`config.mk`:
```
export PLATFORM = sky130hd
export DESIGN_NAME = move_applier
export DESIGN_NICKNAME = d
export VERILOG_FILES = /design/src/rtl/ttt_pkg.sv /design/src/rtl/move_applier.sv
export SDC_FILE = /design/constraint.sdc
export NUM_CORES = 1
export LEC_CHECK = 0
export ABC_AREA = 1
export CORE_MARGIN = 5
export CORE_UTILIZATION = 50
export CTS_CLUSTER_SIZE = 14
export DETAILED_ROUTE_END_ITERATION = 12
export GPL_TIMING_DRIVEN = 0
export PLACE_DENSITY = 0.86
export SETUP_SLACK_MARGIN = 0.2
export SLEW_MARGIN = 20
export SYNTH_ARGS = -nofsm -noshare
export SYNTH_HDL_FRONTEND = slang
export SYNTH_SLANG_ARGS = --single-unit
```
`constraint.sdc`:
```
create_clock -name clk -period 4 [get_ports clk]
set_input_delay 1 -clock clk [delete_from_list [all_inputs] [get_ports clk]]
set_output_delay 1 -clock clk [all_outputs]
set_load 0.01 [all_outputs]
```
`src/rtl/ttt_pkg.sv`:
```
// Shared types and encodings for the tic-tac-toe move/judge pipeline.
package ttt_pkg;

  typedef enum logic [2:0] {
    IDLE  = 3'd0,
    CHECK = 3'd1,
    JREQ  = 3'd2,
    JWAIT = 3'd3,
    OVER  = 3'd4
  } state_t;

  localparam logic [1:0] WIN_NONE = 2'b00;
  localparam logic [1:0] WIN_A    = 2'b01;
  localparam logic [1:0] WIN_B    = 2'b10;

  localparam logic PLAYER_A = 1'b0;
  localparam logic PLAYER_B = 1'b1;

  // A wins any both-winners protocol error; no winner unless the game ended.
  function automatic logic [1:0] encode_winner(input logic game_end,
                                               input logic win_a,
                                               input logic win_b);
    if (!game_end)  return WIN_NONE;
    else if (win_a) return WIN_A;
    else if (win_b) return WIN_B;
    else            return WIN_NONE;
  endfunction

endpackage

```
`src/rtl/move_applier.sv`:
```
// Applies moves to the occupancy boards, handshakes with the judge and holds the result.
// Optional MOVE_APPLIER_ILLEGAL_CNT_EN adds a saturating illegal-move counter output.
//
// state | meaning
// IDLE  | ready for a move (move_ready=1 unless game over)
// CHECK | validate latched cell, update board/turn/count if legal
// JREQ  | wait for judge_ready, then raise a one-cycle judge_req
// JWAIT | wait for judge_valid, capture result
// OVER  | game finished, moves ignored until new_game
module move_applier
  import ttt_pkg::*;
#(
  parameter int ROWS  = 3,
  parameter int COLS  = 3,
  parameter int CELLS = ROWS * COLS,
  parameter int POS_W = $clog2(CELLS),
  parameter int CNT_W = $clog2(CELLS + 1)
) (
  input  logic             clk,
  input  logic             reset,
  input  logic             new_game,
  input  logic             move_valid,
  input  logic [POS_W-1:0] move_pos,
  output logic             move_ready,
  output logic             illegal_move,
  output logic [CELLS-1:0] board_a,
  output logic [CELLS-1:0] board_b,
  output logic             turn,
  output logic [CNT_W-1:0] move_count,
  output logic             judge_req,
  input  logic             judge_ready,
  input  logic             judge_valid,
  input  logic             judge_end,
  input  logic             judge_win_a,
  input  logic             judge_win_b,
  output logic             game_over,
  output logic [1:0]       winner,
`ifdef MOVE_APPLIER_ILLEGAL_CNT_EN
  output logic [7:0]       illegal_count,
`endif
  output logic             result_valid
);

  localparam logic [POS_W:0] CELLS_LIM = (POS_W + 1)'(CELLS);

  state_t           state, state_d;
  logic [POS_W-1:0] pos_q;
  logic [CELLS-1:0] pos_mask;
  logic             legal;
  logic             accept;

  // Shift-based mask reads as zero for any index past the board.
  assign pos_mask = CELLS'(1) << pos_q;
  assign legal    = ({1'b0, pos_q} < CELLS_LIM) && ((pos_mask & (board_a | board_b)) == '0);
  assign accept   = move_valid && move_ready;

  always_comb begin
    state_d = state;
    if (new_game) begin
      state_d = IDLE;
    end else begin
      case (state)
        IDLE:    if (accept) state_d = CHECK;
        CHECK:   state_d = legal ? JREQ : IDLE;
        JREQ:    if (judge_ready && !judge_req) state_d = JWAIT;
        JWAIT:   if (judge_valid) state_d = judge_end ? OVER : IDLE;
        OVER:    state_d = OVER;
        default: state_d = IDLE;
      endcase
    end
  end

  always_ff @(posedge clk or posedge reset) begin
    if (reset) state <= IDLE;
    else       state <= state_d;
  end

  always_ff @(posedge clk or posedge reset) begin
    if (reset) begin
      move_ready   <= 1'b0;
      illegal_move <= 1'b0;
      board_a      <= '0;
      board_b      <= '0;
      turn         <= PLAYER_A;
      move_count   <= '0;
      judge_req    <= 1'b0;
      game_over    <= 1'b0;
      winner       <= WIN_NONE;
      result_valid <= 1'b0;
      pos_q        <= '0;
    end else begin
      illegal_move <= 1'b0;
      result_valid <= 1'b0;
      judge_req    <= 1'b0;
      // Every path into IDLE has game_over clear, so this covers the ready rule.
      move_ready   <= (state_d == IDLE);
      if (new_game) begin
        board_a    <= '0;
        board_b    <= '0;
        turn       <= PLAYER_A;
        move_count <= '0;
        game_over  <= 1'b0;
        winner     <= WIN_NONE;
      end else begin
        case (state)
          IDLE: if (accept) pos_q <= move_pos;
          CHECK: begin
            if (legal) begin
              if (turn == PLAYER_A) board_a <= board_a | pos_mask;
              else                  board_b <= board_b | pos_mask;
              turn       <= (turn == PLAYER_A) ? PLAYER_B : PLAYER_A;
              move_count <= move_count + CNT_W'(1);
            end else begin
              illegal_move <= 1'b1;
            end
          end
          JREQ: if (judge_ready && !judge_req) judge_req <= 1'b1;
          JWAIT: begin
            if (judge_valid) begin
              game_over    <= judge_end;
              winner       <= encode_winner(judge_end, judge_win_a, judge_win_b);
              result_valid <= 1'b1;
            end
          end
          default: ;
        endcase
      end
    end
  end

`ifdef MOVE_APPLIER_ILLEGAL_CNT_EN
  always_ff @(posedge clk or posedge reset) begin
    if (reset)                                     illegal_count <= 8'd0;
    else if (new_game)                             illegal_count <= 8'd0;
    else if (illegal_move && illegal_count != 8'hFF) illegal_count <= illegal_count + 8'd1;
  end
`endif

endmodule

```
# Word level (Yosys, flattened, before mapping)
# Index checks and enable logic that the tools add are counted.
# Widths: inputs -> output; s select.
# totals
regBits	37
in_bits	13
out_inout_bits	30
elab_cells	82
# classes
addsub	1
magnitude_cmp	1
n_eq_ne	5
n_shift	1
n_mux	40
bitwise_logic	5
reduce_logical	17
# ops
op	count
$mux 9	8
$or 9x9->9	3
$mux 1	16
$mux 3	5
$pmux 3 s5	1
$mux 2	7
$mux 4	3
$reduce_bool 2->1	5
$and 9x9->9	1
$logic_not 9->1	1
$reduce_and 3->1	3
$shl 1x4->9 const A	1
$eq 3x2->1 const B	2
$logic_not 3->1	2
$add 4x1->4 const B	1
$lt 4x4->1 const B	1
$reduce_and 2->1	2
$eq 3x1->1 const B	1
$eq 3x3->1 const B	1
$logic_and 1x1->1	3
$ne 2x2->1 const B	1
$logic_not 1->1	1
$not 1->1	1

# Longest topological paths before layout
# Gate-level depths: netlist (run 1).
# logic_depth
depth_word	8
mapped_depth	12
depth_no_buf	11

# Least setup slack after synthesis (run 1)
# Ideal clock, no wire load.
# synth_path
path_type	input port to flip-flop
start	in new_game
end	reg board_b[2]
setup_ns	0.074
arrival_time_ns	1.896
path_slack_ns	2.030
stages	6
n_path_buf	3
cell_sequence	buf_6 -> inv_1 -> buf_6 -> clkbuf_1 -> o21ai_0 -> o21ai_2
# synth_between
elab_chain_len	2
word_cells_on_any_way	5
classes_between	1 x mux; 4 x reduce/logical
# synth_rtl
item	line	rtl
start: declaration	move_applier.sv:21	input logic new_game,
$reduce_bool 2->1 (no source line)	--	
$reduce_and 3->1 (no source line)	--	
end signal: assignment	move_applier.sv:110	else board_b <= board_b | pos_mask;
end: declaration	move_applier.sv:27	output logic [CELLS-1:0] board_b,
# Several ways; a longest one is shown, not always the timed one.
# A chain may end at the register's enable or synchronous reset.

# Worst setup path in the final report (run 1)
# layout_path
start	reg turn
end	out turn
# layout_rtl
item	line	rtl
start: declaration	move_applier.sv:28	output logic turn,
start signal: assignment	move_applier.sv:111	turn <= (turn == PLAYER_A) ? PLAYER_B : PLAYER_A;
# No word-level cell between the ends.

==> results of run 1 <==
## worst paths after layout
check | endpoint | slack, ns | from | cells past startpoint
setup / recovery | turn | 1.71 | turn | 1
hold / removal | game_over | 0.50 | game_over | 2
setup reg to reg | board_a[5] | 2.27 | board_b[6] | 10
hold reg to reg | game_over | 0.50 | game_over | 2
max in group asynchronous | board_a[1] | 2.34 | reset | 2
min in group asynchronous | board_b[6] | 1.16 | reset | 2
## cell usage in the layout (no fill, tap or decap), drive strengths merged
cell type / Yosys / layout
nand2: 68 / 68
nand3b: 3 / 3
nor3b: 1 / 1
a21oi: 3 / 3
inv: 24 / 24
nor2: 37 / 37
nand3: 15 / 15
o21a: 2 / 2
dfrtp: 37 / 37
o21ai: 29 / 29
clkbuf: 3 / 10
nand4: 10 / 10
xor2: 1 / 1
buf: 4 / 4
or2: 8 / 8
ha: 1 / 1
nor3: 1 / 1
clkdlybuf4s50: 0 / 41
## registers in the layout (all words and copies together), names as in the netlist, 2 cells and up
name	count
pos_q	4
move_count	4
board_b	9
board_a	9
winner	2
state	3
## where the power goes
part / switching, mW / leakage [nW] / internal, mW
registers: 0.127 / 0.497 / 0.494
clock network: 0.126 / 0.0443 / 0.137
logic: 0.461 / 0.678 / 0.389
## metal layers
metal	GRT usage [%]	part of all wire [%]
met5	0	0
met4	9.02	1.7
met3	3.03	5.2
met1	25.8	46
met2	29.9	47
## kinds of logic (layout without fill, tap and decap cells)
logic type               after synthesis  in the layout  synth area share, %
XOR/XNOR                               1              1                0.441
flip-flops                            37             37                 46.6
adder cells (fa/ha/maj)                1              1                0.630
AO/OA/AOI/OAI                         34             34                 10.7
buffers and inverters                 31             79                 7.75
AND/OR/NAND/NOR                      143            143                 33.9
## per-stage QoR
step / utilization [%] / cell area [um2] / total power, mW / setup slack, ns / hold slack, ns
2_1_floorplan: - / 1990 / 1.14 / 2.03 / 0.535
3_3_place_gp: 62.9 / 2460 / 1.45 / 1.36 / 0.491
3_5_place_dp: 62.9 / 2460 / 1.47 / 1.69 / 0.494
4_1_cts: 65.1 / 2550 / 1.74 / 1.71 / 0.509
5_1_grt: 65.1 / 2550 / 1.86 / 1.68 / 0.535
6_report: 65.1 / 2550 / 1.73 / 1.71 / 0.504
## layout make-up
cell class                 instances  area share [%]
buffer                             7            2.51
clock buffer                       7            3.39
inverter                          24            3.54
multi-input combinational        179            35.6
sequential                        37            36.4
tap                               50            2.46
timing repair buffer              41            16.1
## Yosys cell counts (3+ instances only)
cell      instances  area share (%)
nor2_2            3            0.94
nand3b_1          3             1.1
inv_2             4            0.76
nand4_1          10             3.1
buf_6             3             1.7
o21ai_0          19             4.8
inv_1            20             3.8
nand2_1          61              12
nand2_2           5             1.6
nand3_1          14             3.5
nor2_1           34             6.4
a21oi_1           3            0.76
dfrtp_1          37              47
or2_2             6             1.9
o21ai_2          10             4.4
==> metrics.md, run 1 <==
| Metric | Value |
|---|---|
| Total negative slack | `0 ns` |
| CTS Root Cell | `clkbuf_8` |
| CTS Hold Bufs | `0` |
| Non-filler instance count after layout | `~350` |
| Power per cell area | `681 mW/mm2` |
| # resized after CTS | `0` |
| Netlist cell types | `27` |
| Row cnt | `23` |
| Rel. slew slack | `about half` |
| Post-DR wirelength/cell | `13.6 um` |
| CP top delay family | `buffers and inverters` |
| Clk sinks | `37` |
| Slowest CP cell | `clkdlybuf4s50_1` |
| Clock Path Buffers | `2` |
| Worst hold path type | `reg2reg` |
| Via/cell ratio | `around 5.1` |
| Die area | `0.00533 mm2` |
| Reg clk slew, reported paths | `0.06 ns` |
| Area of the multi-input gates | `roughly 910 um2` |
| DRC viols | `0` |
| Drt initial violations | `~150` |
| Initial antenna violation count | `0` |
| Initial core utilization | `about half` |
| RSZ-0062 raised after global routing | `no` |
| Layout area overhead | `28.1%` |
| Chip Height | `about 73 um` |
| Placed insts | `338` |
| Mapped Area | `roughly 0.0020 mm2` |
| Number of setup violations in the final report | `0` |
| # Post-CTS Setup Buffers | `0` |
| Clock latency on the worst-skew pair | `slightly below 0.3 ns` |
| IO Pins | `between 40 and 50` |
| CORE AREA | `roughly 0.0039 mm2` |
| CP peak stage delay | `0.57 ns` |
| Max-Cap Viols | `0` |
| Post-synth EDFFs | `0` |
| P_leak | `approximately 1.2 nW` |
| WS Path Type | `reg2out` |
| Ratio of cells with drive above 1 in the final layout | `about 15%` |
| Antenna cells | `0` |
| Ys flop type | `dfrtp_1` |
| Post-synth net total | `approximately 260` |
| Total wire length | `approximately 4700 um` |
| First drt pass iteration count | `4` |
| Pin count of the biggest net entering global routing | `38` |
| Worst path arrival time | `1.29 ns` |
| GPL Wtd Cong | `about 0.87` |
| Clock Skews | `about 0.0057 ns` |
| Synthesized area per cell | `between 8 and 9 um2` |
| Tcrit/Tclk final | `57.2%` |
| Pins Over Slew Limit | `0` |
| Status | `finished clean` |
| PortBufs | `41` |
| Nets | `between 300 and 400` |
| Worst Path Max Fanout | `4` |
| Post-Syn Instances | `between 200 and 250` |
| Routed Antenna Nets | `0` |
| Minimum clock period after layout | `2.29 ns` |
| Post-synth ARST share | `100%` |
| Post-DP HPWL | `~3300 um` |
| Number of global-route vias before repair | `roughly 1700` |
| Yosys warning count | `0` |
| TritonCTS buffer count | `5` |
| Endpoints failing hold | `0` |
| H-tree Lvls | `2` |
| CTS tree | `built` |
| Worst EP required | `3.00 ns` |
| Slew @ Worst Pin | `0.761 ns` |
| Achievable frequency | `approximately 0.44 GHz` |
| Sequential Area | `926 um2` |
| Critical-path cell list | `clkdlybuf4s50_1` |
| Fill cell count | `between 300 and 400` |
| Sequential area share after synthesis | `46.6%` |
| Critical Path Source Type | `flip-flop` |
| CP bufs+invs | `1` |
| All-Layer GR Usage | `a little under a fifth` |
| CP endpoint kind | `primary output` |
| #FFs+latches synth | `37` |
| First-pass GRT wire length | `around 8000 um` |
| Via count | `approximately 1800` |
| Gr ovfl total | `0` |
| VDD IR max | `between 0.0003 and 0.0004 V` |
| Die Width | `approximately 73 um` |
(Power assumes the default switching activity.)
==> run 2, diff against run 1 <==
--- a/config.mk
+++ b/config.mk
@@ -7,11 +7,11 @@
 export LEC_CHECK = 0
 export ABC_AREA = 1
 export CORE_MARGIN = 5
-export CORE_UTILIZATION = 50
+export CORE_UTILIZATION = 45
 export CTS_CLUSTER_SIZE = 14
 export DETAILED_ROUTE_END_ITERATION = 12
 export GPL_TIMING_DRIVEN = 0
-export PLACE_DENSITY = 0.86
+export PLACE_DENSITY = 0.82
 export SETUP_SLACK_MARGIN = 0.2
 export SLEW_MARGIN = 20
 export SYNTH_ARGS = -nofsm -noshare
==> constraint.sdc (replaced) <==
create_clock -name clk -period 2 [get_ports clk]
set_input_delay 0.5 -clock clk [delete_from_list [all_inputs] [get_ports clk]]
set_output_delay 0.5 -clock clk [all_outputs]
set_load 0.01 [all_outputs]
==> run 2 against run 1 <==
Net effect: cell count increased by 3.2%; non-clock buffer count rose by 7; register-to-register slack got worse by 2.0 ns; critical path type unchanged; critical endpoint is now board_a[1].
==> metrics.md, run 2 (synthesis results as in run 1) <==
| Metric | Value |
|---|---|
| Via/cell ratio | `approximately 5.3` |
| Ratio of cells with drive above 1 in the final layout | `between 10% and 20%` |
| Hold path start | `new_game` |
| Worst Hold End | `state[2]` |
| WL met2 | `between 2000 and 2500 um` |
| CTS tree | `built` |
| Largest registers | `board_a: 9 flops, board_b: 9 flops` |
| Total wire length | `5010 um` |
| Rel. slew slack | `approximately two thirds` |
| CTS Hold Bufs | `0` |
| CP endpoint kind | `primary output` |
| Worst path arrival time | `roughly 1.3 ns` |
| IO Pins | `43` |
| Chip Height | `between 70 and 80 um` |
| CP bufs+invs | `1` |
| Placed insts | `~340` |
| DR top layer | `met4` |
| Critical Path Source Type | `flip-flop` |
| CP peak stage delay | `0.56 ns` |
| Hold Path Stages | `2` |
| Endpoints failing hold | `0` |
| Power per cell area | `about 1400 mW/mm2` |
| Reg clk slew, reported paths | `0.07 ns` |
| First drt pass iteration count | `5` |
| Row cnt | `24` |
| Minimum clock period after layout | `approximately 1.8 ns` |
| Via count | `approximately 1900` |
| Clk sinks | `37` |
| Achievable frequency | `0.570 GHz` |
| Antenna cells | `0` |
| Drt initial violations | `around 120` |
| R2R depth | `10` |
| Slowest CP cell | `clkdlybuf4s50_1` |
| M1 WL | `around 2200 um` |
| Tcrit/Tclk final | `between 80% and 90%` |
| CORE AREA | `between 0.004 and 0.005 mm2` |
| Max-Cap Viols | `0` |
| Non-filler instance count after layout | `roughly 360` |
| GPL Wtd Cong | `between 0.9 and 1` |
| Status | `finished clean` |
| Pin count of the biggest net entering global routing | `22` |
| Number of setup violations in the final report | `0` |
| Clock Skews | `approximately 0.003 ns` |
| Final Cell Area | `between 0.002 and 0.003 mm2` |
| Die Width | `76.5 um` |
| Met3 wirelength from detailed routing | `436 um` |
| Nets | `between 300 and 400` |
| Worst Path Max Fanout | `4` |
| Critical-path cell list | `clkdlybuf4s50_1` |
| H-tree Lvls | `2` |
| PortBufs | `between 40 and 50` |
| Commonest cells after routing, fill and taps aside | `nand2_1 (59), clkdlybuf4s50_1 (40), dfrtp_1 (36)` |
| Worst EP required | `1.50 ns` |
| DRC viols | `0` |
| Clock Path Buffers | `2` |
| R2r startpoint | `board_b[4]` |
| Fin worst setup slack | `between 0.2 and 0.25 ns` |
| Commonest non-fill, non-tap cell in the layout | `nand2_1` |
| Initial core utilization | `a little under half` |
| Reg2reg setup slack | `0.28 ns` |
| Layout area overhead | `37.6%` |
| All-Layer GR Usage | `~18%` |
| Routed Antenna Nets | `0` |
| Worst hold path type | `in2reg` |
| TritonCTS buffer count | `5` |
| Clock latency on the worst-skew pair | `between 0.2 and 0.3 ns` |
| CTS Root Cell | `clkbuf_8` |
| P_leak | `~1.3 nW` |
| R2r endpoint | `board_a[6]` |
| CP top delay family | `buffers and inverters` |
| Slew @ Worst Pin | `0.522 ns` |
| Post-Place Setup Slack | `0.217 ns` |
| Number of global-route vias before repair | `about 1800` |
| VDD IR max | `a little over 0.0007 V` |
| RSZ-0062 raised after global routing | `yes` |
| Initial antenna violation count | `0` |
| WS Path Type | `reg2out` |
| Die area | `0.00584 mm2` |
| Post-DR wirelength/cell | `14.1 um` |
| Dpl cell area | `0.00249 mm2` |
| Fin util | `between 60% and 70%` |
| Post-DP HPWL | `3440 um` |
| Pins Over Slew Limit | `0` |
| Fill cell count | `about 360` |
| Worst hold slack | `~0.43 ns` |
| First-pass GRT wire length | `around 8400 um` |
| Gr ovfl total | `0` |
## run 2: changes by cell type in the layout (fill, tap and decap cells not counted), moves of 2 or more
| cell | delta |
|---|---|
| bufinv_16 | +2 |
| buf_4 | +5 |
| nor2_1 | -4 |
| or2_2 | -2 |
| or2_4 | +2 |
| nor2_2 | +4 |
| nand2_1 | -2 |
| nand2_4 | +2 |
## run 2: worst reg2reg max path, stage by stage (launching register included)
cell and delay [ns]:
dfrtp_1 0.40, or2_2 0.29, nand2_1 0.07, nand2_1 0.07
nor2_2 0.15, nand2_2 0.10, nand2_4 0.14, buf_8 0.14
nand3_2 0.12, nand2_1 0.09, nand2_1 0.05
## run 2: cell type report
type                            instances  area [um2]  share of cell area, %
Clock inverter                          3        65.1                   2.38
Inverter                               24        90.1                   3.30
Tap cell                               52        65.1                   2.38
Buffer                                  7        67.6                   2.47
Multi-Input combinational cell        180         947                   34.6
Clock buffer                            5        68.8                   2.52
Timing Repair Buffer                   48         503                   18.4
Sequential cell                        37         927                   33.9
## run 2: stage by stage
step	total power [mW]	setup TNS [ns]
final	3.94	0
after global routing	4.22	0
after CTS	3.75	0
after detailed placement	2.96	0
after global placement	2.91	-6.13
after floorplan	2.29	0
## run 2: report_power, final
group / total (mW) / leakage [nW] / switching, mW / internal [mW]
clock: 0.771 / 0.0681 / 0.275 / 0.495
combinational: 1.94 / 0.762 / 1.02 / 0.921
sequential: 1.23 / 0.496 / 0.239 / 0.989
total: 3.94 / 1.33 / 1.53 / 2.41
## run 2: worst max-delay path by stage
| stage | startpoint | to | slack, ns | cells past startpoint |
|---|---|---|---|---|
| final | board_a[1] | board_a[1] | 0.24 | 1 |
| after global routing | pos_q[3] | board_b[1] | 0.19 | 11 |
| after CTS | board_a[1] | board_a[1] | 0.23 | 1 |
| after detailed placement | new_game | board_b[3] | 0.22 | 6 |
| after global placement | reset | board_b[7] | -0.17 | 2 |
| after floorplan | board_b[4] | board_a[1] | 0.44 | 10 |
## run 2: layer usage
layer,vias up,global-route usage (%)
met5,-,0
met4,0,6.29
met3,11,5.32
met2,88,26.1
met1,869,24.2
li1,913,-
## run 2: repair_timing
item,CTS,global route
setup endpoints to repair,1,27
buffers inserted,1,4
gates resized for setup,0,13
pin swaps,0,2
cloned,0,2
